$ cat src/rtl/ps2_pkg.sv
// Shared PS/2 definitions: host-TX state encoding, error codes, command bytes
// and the small helpers used by the transmitter and line conditioning.
package ps2_pkg;

    typedef enum logic [2:0] {
        ST_IDLE,
        ST_INHIBIT,
        ST_RTS,
        ST_XFER,
        ST_WAIT_IDLE,
        ST_ERR
    } ps2_state_e;

    typedef struct packed {
        logic [7:0] data;
        logic       parity;
    } ps2_frame_t;

    localparam logic [1:0] PS2_ERR_NONE = 2'b00;
    localparam logic [1:0] PS2_ERR_REQ  = 2'b01;
    localparam logic [1:0] PS2_ERR_XFER = 2'b10;
    localparam logic [1:0] PS2_ERR_NACK = 2'b11;

    localparam logic [7:0] PS2_CMD_LEDS   = 8'hED;
    localparam logic [7:0] PS2_CMD_RESET  = 8'hFF;
    localparam logic [7:0] PS2_CMD_ENABLE = 8'hF4;
    localparam logic [7:0] PS2_RSP_ACK    = 8'hFA;

    function automatic logic ps2_odd_parity(input logic [7:0] b);
        return ~^b;
    endfunction

    function automatic int ps2_max3(input int a, input int b, input int c);
        int m;
        m = (a > b) ? a : b;
        return (m > c) ? m : c;
    endfunction

endpackage

$ cat src/rtl/ps2_line_sync.sv
// Conditions one raw open-drain PS/2 line: 2-FF synchronizer, a glitch filter
// that needs FILTER_LEN agreeing samples, and a 1->0 strobe on the filtered level.
module ps2_line_sync #(
    parameter int FILTER_LEN = 4
) (
    input  logic clk,
    input  logic reset,
    input  logic line_raw,
    output logic level,
    output logic fall
);
    localparam int CW = $clog2(FILTER_LEN + 1);

    logic [1:0]    sync_pipe;
    logic [CW-1:0] diff_cnt;

    always_ff @(posedge clk) begin
        if (reset) begin
            sync_pipe <= 2'b11;
            diff_cnt  <= '0;
            level     <= 1'b1;
            fall      <= 1'b0;
        end else begin
            sync_pipe <= {sync_pipe[0], line_raw};
            fall      <= 1'b0;
            // Any sample agreeing with the current level restarts the run.
            if (sync_pipe[1] == level) begin
                diff_cnt <= '0;
            end else if (diff_cnt == CW'(FILTER_LEN - 1)) begin
                level    <= sync_pipe[1];
                diff_cnt <= '0;
                fall     <= level;
            end else begin
                diff_cnt <= diff_cnt + 1'b1;
            end
        end
    end

endmodule

$ cat src/rtl/ps2_host_tx.sv
// PS/2 host-to-device command transmitter: inhibit, request-to-send, 11 device
// clocked bits with device ACK, then wait for bus idle; reports done or error.
module ps2_host_tx
    import ps2_pkg::*;
#(
    parameter int INHIBIT_CYCLES = 6000,
    parameter int REQ_TIMEOUT    = 750000,
    parameter int XFER_TIMEOUT   = 100000,
    parameter int FILTER_LEN     = 4
) (
    input  logic       clk,
    input  logic       reset,
    input  logic       tx_valid,
    input  logic [7:0] tx_data,
    output logic       tx_ready,
    input  logic       ps2_clk_in,
    input  logic       ps2_data_in,
    output logic       ps2_clk_oe,
    output logic       ps2_data_oe,
    output logic       rx_inhibit,
    output logic       tx_done,
    output logic       tx_err,
    output logic [1:0] err_code
);
    localparam int TW = ps2_max3($clog2(INHIBIT_CYCLES + 1), $clog2(REQ_TIMEOUT + 1),
                                 $clog2(XFER_TIMEOUT + 1));
    typedef logic [TW-1:0] tmr_t;
    localparam tmr_t TMR_INH = tmr_t'(INHIBIT_CYCLES - 1);
    localparam tmr_t TMR_REQ = tmr_t'(REQ_TIMEOUT);
    localparam tmr_t TMR_XFR = tmr_t'(XFER_TIMEOUT);

    ps2_state_e state, state_nxt;
    ps2_frame_t frame;
    logic [3:0] edge_cnt;
    tmr_t       tmr;
    logic       tmr_zero;
    logic       data_oe_q;
    logic       clk_lvl, clk_fall, dat_lvl, dat_fall_unused;

    ps2_line_sync #(.FILTER_LEN(FILTER_LEN)) u_clk_sync (
        .clk(clk), .reset(reset), .line_raw(ps2_clk_in), .level(clk_lvl), .fall(clk_fall)
    );
    ps2_line_sync #(.FILTER_LEN(FILTER_LEN)) u_dat_sync (
        .clk(clk), .reset(reset), .line_raw(ps2_data_in), .level(dat_lvl), .fall(dat_fall_unused)
    );

    assign tmr_zero    = (tmr == '0);
    assign ps2_data_oe = data_oe_q;

    always_ff @(posedge clk) begin
        if (reset) state <= ST_IDLE;
        else       state <= state_nxt;
    end

    always_comb begin
        state_nxt = state;
        unique case (state)
            ST_IDLE:      if (tx_valid) state_nxt = ST_INHIBIT;
            ST_INHIBIT:   if (tmr_zero) state_nxt = ST_RTS;
            ST_RTS:       state_nxt = ST_XFER;
            ST_XFER: begin
                if (clk_fall) begin
                    if (edge_cnt == 4'd10) state_nxt = dat_lvl ? ST_ERR : ST_WAIT_IDLE;
                end else if (tmr_zero) begin
                    state_nxt = ST_ERR;
                end
            end
            ST_WAIT_IDLE: begin
                if (clk_lvl && dat_lvl) state_nxt = ST_IDLE;
                else if (tmr_zero)      state_nxt = ST_ERR;
            end
            ST_ERR:       state_nxt = ST_IDLE;
            default:      state_nxt = ST_IDLE;
        endcase
    end

    always_comb begin
        tx_ready   = 1'b0;
        ps2_clk_oe = 1'b0;
        rx_inhibit = 1'b1;
        tx_done    = 1'b0;
        tx_err     = 1'b0;
        unique case (state)
            ST_IDLE:              begin tx_ready = 1'b1; rx_inhibit = 1'b0; end
            ST_INHIBIT, ST_RTS:   ps2_clk_oe = 1'b1;
            ST_WAIT_IDLE:         tx_done = clk_lvl && dat_lvl;
            ST_ERR:               tx_err = 1'b1;
            default:              ;
        endcase
    end

    // One saturating timer is reloaded for whichever phase is being bounded.
    always_ff @(posedge clk) begin
        if (reset) begin
            frame     <= '0;
            edge_cnt  <= '0;
            tmr       <= '0;
            data_oe_q <= 1'b0;
            err_code  <= PS2_ERR_NONE;
        end else begin
            if (!tmr_zero) tmr <= tmr - 1'b1;
            unique case (state)
                ST_IDLE: begin
                    data_oe_q <= 1'b0;
                    if (tx_valid) begin
                        frame    <= {tx_data, ps2_odd_parity(tx_data)};
                        edge_cnt <= '0;
                        tmr      <= TMR_INH;
                        err_code <= PS2_ERR_NONE;
                    end
                end
                ST_INHIBIT: if (tmr_zero) data_oe_q <= 1'b1;
                ST_RTS:     tmr <= TMR_REQ;
                ST_XFER: begin
                    if (clk_fall) begin
                        edge_cnt <= edge_cnt + 4'd1;
                        if (edge_cnt == 4'd0)      tmr <= TMR_XFR;
                        if (edge_cnt < 4'd8)       data_oe_q <= ~frame.data[edge_cnt[2:0]];
                        else if (edge_cnt == 4'd8) data_oe_q <= ~frame.parity;
                        else                       data_oe_q <= 1'b0;
                        if (edge_cnt == 4'd10) begin
                            if (dat_lvl) err_code <= PS2_ERR_NACK;
                            else         tmr <= TMR_XFR;
                        end
                    end else if (tmr_zero) begin
                        err_code  <= (edge_cnt == 4'd0) ? PS2_ERR_REQ : PS2_ERR_XFER;
                        data_oe_q <= 1'b0;
                    end
                end
                ST_WAIT_IDLE: if (!(clk_lvl && dat_lvl) && tmr_zero) err_code <= PS2_ERR_XFER;
                ST_ERR:       data_oe_q <= 1'b0;
                default:      ;
            endcase
        end
    end

endmodule

$ cat config.mk
export PLATFORM = sky130hd
export DESIGN_NAME = ps2_host_tx
export DESIGN_NICKNAME = d
export VERILOG_FILES = /design/src/rtl/ps2_pkg.sv /design/src/rtl/ps2_line_sync.sv /design/src/rtl/ps2_host_tx.sv
export SDC_FILE = /design/constraint.sdc
export NUM_CORES = 1
export LEC_CHECK = 0
export CORE_MARGIN = 2
export CORE_UTILIZATION = 30
export DETAILED_ROUTE_END_ITERATION = 16
export PLACE_DENSITY_LB_ADDON = 0.15
export RECOVER_POWER = 25
export SLEW_MARGIN = 25
export SYNTH_ARGS = -nofsm -noshare
export SYNTH_HDL_FRONTEND = slang
export SYNTH_SLANG_ARGS = --single-unit
$ cat constraint.sdc
create_clock -name clk -period 2 [get_ports clk]
set_input_delay 0.5 -clock clk [delete_from_list [all_inputs] [get_ports clk]]
set_output_delay 0.5 -clock clk [all_outputs]
set_load 0.005 [all_outputs]
### Word-level counts from Yosys, hierarchy flattened

Index checks and enable logic that the tools add are counted.
Widths: inputs -> output; s select.

* flip-flop bits (word level): 52
* bits in latches: 0
* bits in writable memories: 0
* memory bits (read-only): 0
* bits of input ports: 13
* output and inout port bits: 8
* logic and storage cells: 104
* memories kept: 0

* add/sub/neg operators: 4
* multiply operators: 0
* div/mod/pow operators: 0
* $lt $le $gt $ge: 2
* equal/unequal tests: 18
* shift-type cells: 0
* mux-type cells: 39
* bitwise operators: 5
* reductions and logical operators: 22

Operators with widths (number)
* $mux 20: 6
* $pmux 20 s3: 1
* $logic_not 20->1: 1
* $sub 20x1->20 const B: 1
* $mux 3: 6
* $pmux 3 s5: 1
* $mux 2: 7
* $eq 3x2->1 const B: 4
* $mux 1: 12
* $reduce_and 3->1: 3
* $reduce_or 3->1: 3
* $eq 4x4->1 const B: 2
* $mux 4: 2
* $pmux 4 s2: 1
* $reduce_xnor 8->1: 1
* $add 3x1->3 const B: 2
* $eq 3x3->1 const B: 2
* $ne 2x2->1 const B: 3
* $ne 3x2->1 const B: 2
* $pmux 2 s3: 1
* $reduce_and 2->1: 3
* $reduce_and 6->1: 1
* $reduce_bool 3->1: 2
* $not 1->1: 5
* other kinds (15): 18

### Logic depth before layout (Yosys ltp)

Gate-level depths: netlist of run 1.

* word-level depth: 7
* depth in mapped cells: 8
* depth with buffers taken out: 7

### By module

From an unflattened synthesis of run 1, not the netlist that was laid out.

* cells, all modules: 316
* area, all modules: 2810.2 µm²

Modules (own cells, without submodules)
* ps2_host_tx: instances 1, cells each 278, area an instance 2317.2 µm², sequential area each 780.7 µm²
* ps2_line_sync: instances 2, cells each 19, area an instance 246.5 µm², sequential area each 140.1 µm²

### Worst setup path after synthesis of run 1

OpenSTA, ideal clock, no wires.

* path kind: register to register
* start: register tmr[4]
* end: register err_code[1]
* setup time: 0.079 ns
* arrival: 1.798 ns
* required time: 1.921 ns
* slack: 0.123 ns
* stages on the path, launching flop included: 7
* path buffers: 1
* clock period less this slack: 1.877 ns
* cell sequence: dfxtp_1 > or3_4 > or4_1 > buf_6 > nor2_8 > o2111ai_4 > a211oi_2

* longest elaborated chain between the ends: 4
* elaborated cells on any way between the ends: 5
* those cells by class: 2 x eq/ne; 3 x reduce/logical

Ends and longest elaborated chain
* start: declaration: line ps2_host_tx.sv:35 `tmr_t tmr;`
* start signal: assignment: line ps2_host_tx.sv:101 `if (!tmr_zero) tmr <= tmr - 1'b1;`
* $logic_not 20->1 (*): line ps2_host_tx.sv:47 `assign tmr_zero = (tmr == '0);`
* $logic_and 1x1->1: line ps2_host_tx.sv:130 `ST_WAIT_IDLE: if (!(clk_lvl && dat_lvl) && tmr_zero) err_code <= PS2_ERR_XFER;`
* $ne 2x2->1 (no line)
* $reduce_and 6->1 (no line) (*)
* end signal: assignment: line ps2_host_tx.sv:126 `err_code <= (edge_cnt == 4'd0) ? PS2_ERR_REQ : PS2_ERR_XFER;`
* end: declaration: line ps2_host_tx.sv:23 `output logic [1:0] err_code`

Every way passes the cells marked *; elsewhere a longest branch is shown, timed or not.
A chain may end at the register's enable or synchronous reset.

### Worst setup path after layout of run 1

* start: register tmr[5]
* end: register tmr[12]

* longest elaborated chain between the ends: 7
* elaborated cells on any way between the ends: 9
* those cells by class: 1 x add/sub; 7 x mux; 1 x reduce/logical

Ends and longest elaborated chain
* $sub 20x1->20 / $logic_not 20->1 (equally long branches): line ps2_host_tx.sv:101, ps2_host_tx.sv:47
* $mux 20 (*): line ps2_host_tx.sv:101
* $mux 20: line ps2_host_tx.sv:117 `if (edge_cnt == 4'd0) tmr <= TMR_XFR;`
* $mux 20: line ps2_host_tx.sv:122 `if (dat_lvl) err_code <= PS2_ERR_NACK;`
* $mux 20: line ps2_host_tx.sv:121 `if (edge_cnt == 4'd10) begin`
* $mux 20: line ps2_host_tx.sv:115 `if (clk_fall) begin`
* $pmux 20 s3 (*): line ps2_host_tx.sv:102 `unique case (state)`

Marked as above.

==> results of run 1 <==
## worst min-delay path by stage
stage / endpoint / cells past startpoint
after floorplan: u_clk_sync.sync_pipe[1]$_SDFF_PP1_ / 1
after global placement: u_clk_sync.sync_pipe[1]$_SDFF_PP1_ / 1
after detailed placement: u_dat_sync.sync_pipe[1]$_SDFF_PP1_ / 1
after CTS: u_dat_sync.sync_pipe[1]$_SDFF_PP1_ / 1
after global routing: u_clk_sync.diff_cnt[0]$_SDFF_PP0_ / 1
final: u_clk_sync.sync_pipe[1]$_SDFF_PP1_ / 1
## worst max-delay path, cell delays in order, from the launching register on
cell and delay (ns):
dfxtp_1 0.34, or3_4 0.37, buf_4 0.16, nor4_2 0.17, buf_4 0.26, nand3_1 0.16
o2111ai_1 0.19, o311ai_0 0.15
## cell usage after synthesis, types with 2 or more instances
master,instances,area share
o21a_1,5,0.013
o22ai_1,5,0.011
nand2_1,43,0.058
inv_1,12,0.016
o21ai_0,10,0.018
nand3_1,11,0.020
nor3_1,9,0.016
or2_2,7,0.016
mux4_2,2,0.016
mux2i_1,4,0.014
or3_1,4,0.0090
nand4_1,5,0.011
o21ai_1,6,0.011
nor2_1,24,0.032
xor2_1,10,0.031
a31oi_1,4,0.0090
nor2b_1,4,0.0090
ha_1,9,0.040
a211oi_1,2,0.0054
buf_2,2,0.0036
and2_1,2,0.0045
dfxtp_1,52,0.37
nand2b_1,2,0.0045
xnor2_1,12,0.038
o31ai_1,2,0.0054
o211ai_1,5,0.013
a21oi_1,24,0.043
or4_1,2,0.0054
clkbuf_1,14,0.019
nor4_1,3,0.0067
## cells in the final DEF (no fill, tap or decap), types with 6 or more instances in the layout
master and count:
dfxtp_1 46, buf_4 46, nand2_1 43, a21oi_1 24
nor2_1 22, clkdlybuf4s50_1 14, inv_1 12, xnor2_1 12
nand3_1 11, xor2_1 10, o21ai_0 10, ha_1 9
nor3_1 8, or2_2 7, o21ai_1 6, clkbuf_8 6
## area by class of cell
type | instances | share of cell area
Multi-Input combinational cell | 248 | 0.458
Tap cell | 111 | 0.0388
Clock inverter | 1 | 0.00210
Sequential cell | 52 | 0.295
Clock buffer | 7 | 0.0241
Inverter | 12 | 0.0126
Timing Repair Buffer | 72 | 0.169
## through the flow
step | hold slack [ns] | util
final | 0.417 | 0.393
after global routing | 0.432 | 0.393
after CTS | 0.421 | 0.391
after detailed placement | 0.395 | 0.371
after global placement | 0.391 | 0.371
after floorplan | 0.389 | -
## power by group
group | internal [mW] | switching (mW)
Clock | 0.282 | 0.356
Combinational | 0.546 | 0.542
Sequential | 1.14 | 0.0862
Total | 1.97 | 0.984
## routing by layer
layer | up-vias | share of wire | track usage
met1 | 1191 | 0.50 | 0.212
met5 | - | 0 | 0
li1 | 1295 | - | -
met3 | 7 | 0.040 | 0.0251
met2 | 49 | 0.45 | 0.244
met4 | 0 | 0.011 | 0.0348
## state kept, by name (all words and copies together) (netlist names)
name,cells
u_dat_sync.sync_pipe,2
err_code,2
u_clk_sync.level,1
ps2_data_oe,1
u_dat_sync.diff_cnt,3
state,3
frame,9
u_clk_sync.sync_pipe,2
u_dat_sync.level,1
edge_cnt,4
u_clk_sync.fall,1
tmr,20
u_clk_sync.diff_cnt,3
## cells by family after synthesis
group                      synth area share
and+or+nand+nor                       0.244
AOI/OAI and AO/OA                     0.195
DFF                                   0.374
buffers and inverters                0.0427
xor gates and xnor gates             0.0692
adders and majority gates            0.0405
muxes                                0.0346
## repair_timing
action	in CTS	in global routing
buffers inserted	10	3
endpoints found under the setup margin	5	11
pin swaps	1	0
resized for setup	10	10
endpoints found under the hold margin	0	0
==> flow_metrics.py, run 1 <==
metrics = {
    "routing": {
        "routed_wl_um": 7200,
        "drtIter0Drc": 158,
        "vias": 2542,
        "routed_via_density": 5.05,
        "first_pass_iters": 4,
        "wl_per_cell_um": 14.3,
        "drc": 0,
        "antenna_left": 0,
    },
    "grt": {
        "gr-total-overflow": 0,
        "antenna_found_initial": 0,
        "grt_pass1_vias": 2447,
        "grt_max_degree": 33,
        "grt_pass1_wl_um": 12100,
        "globalRouteTotalUtil": 0.151,
    },
    "die": {
        "die_h_um": 100,
        "core_sq_um": 9110,
        "die_area_sq_um": 10100,
        "die_w_um": 100,
        "start_util": 0.306,
        "rows": 35,
        "io_pins": 21,
    },
    "worst_hold_path": {
        "hold_start": "u_clk_sync.sync_pipe[0]$_SDFF_PP1_",
        "hold_class": "reg -> reg",
    },
    "timing": {
        "tightestPinTransition_ns": 0.540,
        "fin_ws_ns": 0.0688,
        "max_freq_mhz": 518,
        "setup_viol_count_final": 0,
        "slew_viol_final": 0,
        "timing.final.hold_violations": 0,
        "fin_crit_sh": 0.966,
        "fin_crit_ns": 1.93,
        "finClkSkew_ns": 0.0131,
        "slew_headroom": 0.640,
        "finalSetupTns_ns": 0,
        "rsz0062_at_grt": "no",
    },
    "power_and_ir_drop": {
        "peakVddDrop_uv": 473,
        "power_mw": 2.95,
        "powerDensity_nw_per_um2": 825,
        "leakagePower_nw": 1.44,
    },
    "placed_design": {
        "pre_cts_slack_ns": 0.0688,
        "dp_hpwl_um": 5230,
        "place.gp.congestion": 0.783,
        "placedCellCount": 482,
        "dpl_cell_area_sq_um": 3380,
        "port-buffer-count": 20,
    },
    "cells_and_area": {
        "ff_latch_area_sq_um": 1060,
        "n_antenna_cell": 0,
        "fin_area_sq_um": 3580,
        "nets": 413,
        "drive_above_1_share": 0.217,
        "fillerInstances": 967,
        "syn_to_final_growth_pct": 28.6,
        "multi_input_area_sq_um": 1640,
        "fin_cells": 503,
    },
    "job": {
        "max-cap-violations": 0,
    },
    "critical_path": {
        "reg2reg_depth": 7,
        "reg2reg_to": "tmr[12]$_SDFF_PP0_",
        "r2r-start": "tmr[5]$_SDFF_PP0_",
        "critPathMaxFanout": 13,
        "required_ns": 2.18,
        "start_kind": "flip-flop",
        "arrival_ns": 2.11,
        "endpoint": "tmr[12]$_SDFF_PP0_",
        "setup.reg_to_reg.worst_slack_ns": 0.07,
        "crit_path_start": "tmr[5]$_SDFF_PP0_",
        "crit_path_end_kind": "flip-flop",
        "crit_type": "reg -> reg",
    },
    "clock_network": {
        "holdBufCountCts": 0,
        "cts_buffers": 5,
        "clk_pin_slew_ns": 0.10,
        "cts_tree": "done",
        "clockRootBuffer": "clkbuf_8",
        "cts_buffer_depth": 2,
        "ctsHtreeMaxLevel": 2,
        "clk_latency_ns": 0.31,
        "clock_sinks": 52,
    },
    "logic_synthesis": {
        "syn_area_per_cell_sq_um": 8.46,
        "dominantRegCellSynth": "dfxtp_1",
        "async_reset_ff_frac": 0,
        "post_synth_num_cell_types": 63,
        "synth_edf_count": 0,
        "yosys_register_bits": 52,
        "yosysSeqAreaShare": 0.374,
        "syn-num-nets": 351,
        "synth_cells": 329,
        "yosysWarningCount": 0,
        "syn-cell-area_sq_um": 2780,
    },
    "status": {
        "status": "finished clean",
    },
}
Note: power is estimated with default switching activity, not from simulation.
==> run 2: changes to the inputs <==
--- a/config.mk
+++ b/config.mk
@@ -10,7 +10,7 @@
 export DETAILED_ROUTE_END_ITERATION = 16
 export PLACE_DENSITY_LB_ADDON = 0.15
 export RECOVER_POWER = 25
-export SLEW_MARGIN = 25
+export SLEW_MARGIN = 40
 export SYNTH_ARGS = -nofsm -noshare
 export SYNTH_HDL_FRONTEND = slang
 export SYNTH_SLANG_ARGS = --single-unit
==> results of run 2 <==
The final DEF is identical to that of run 1; final timing and power are the same.
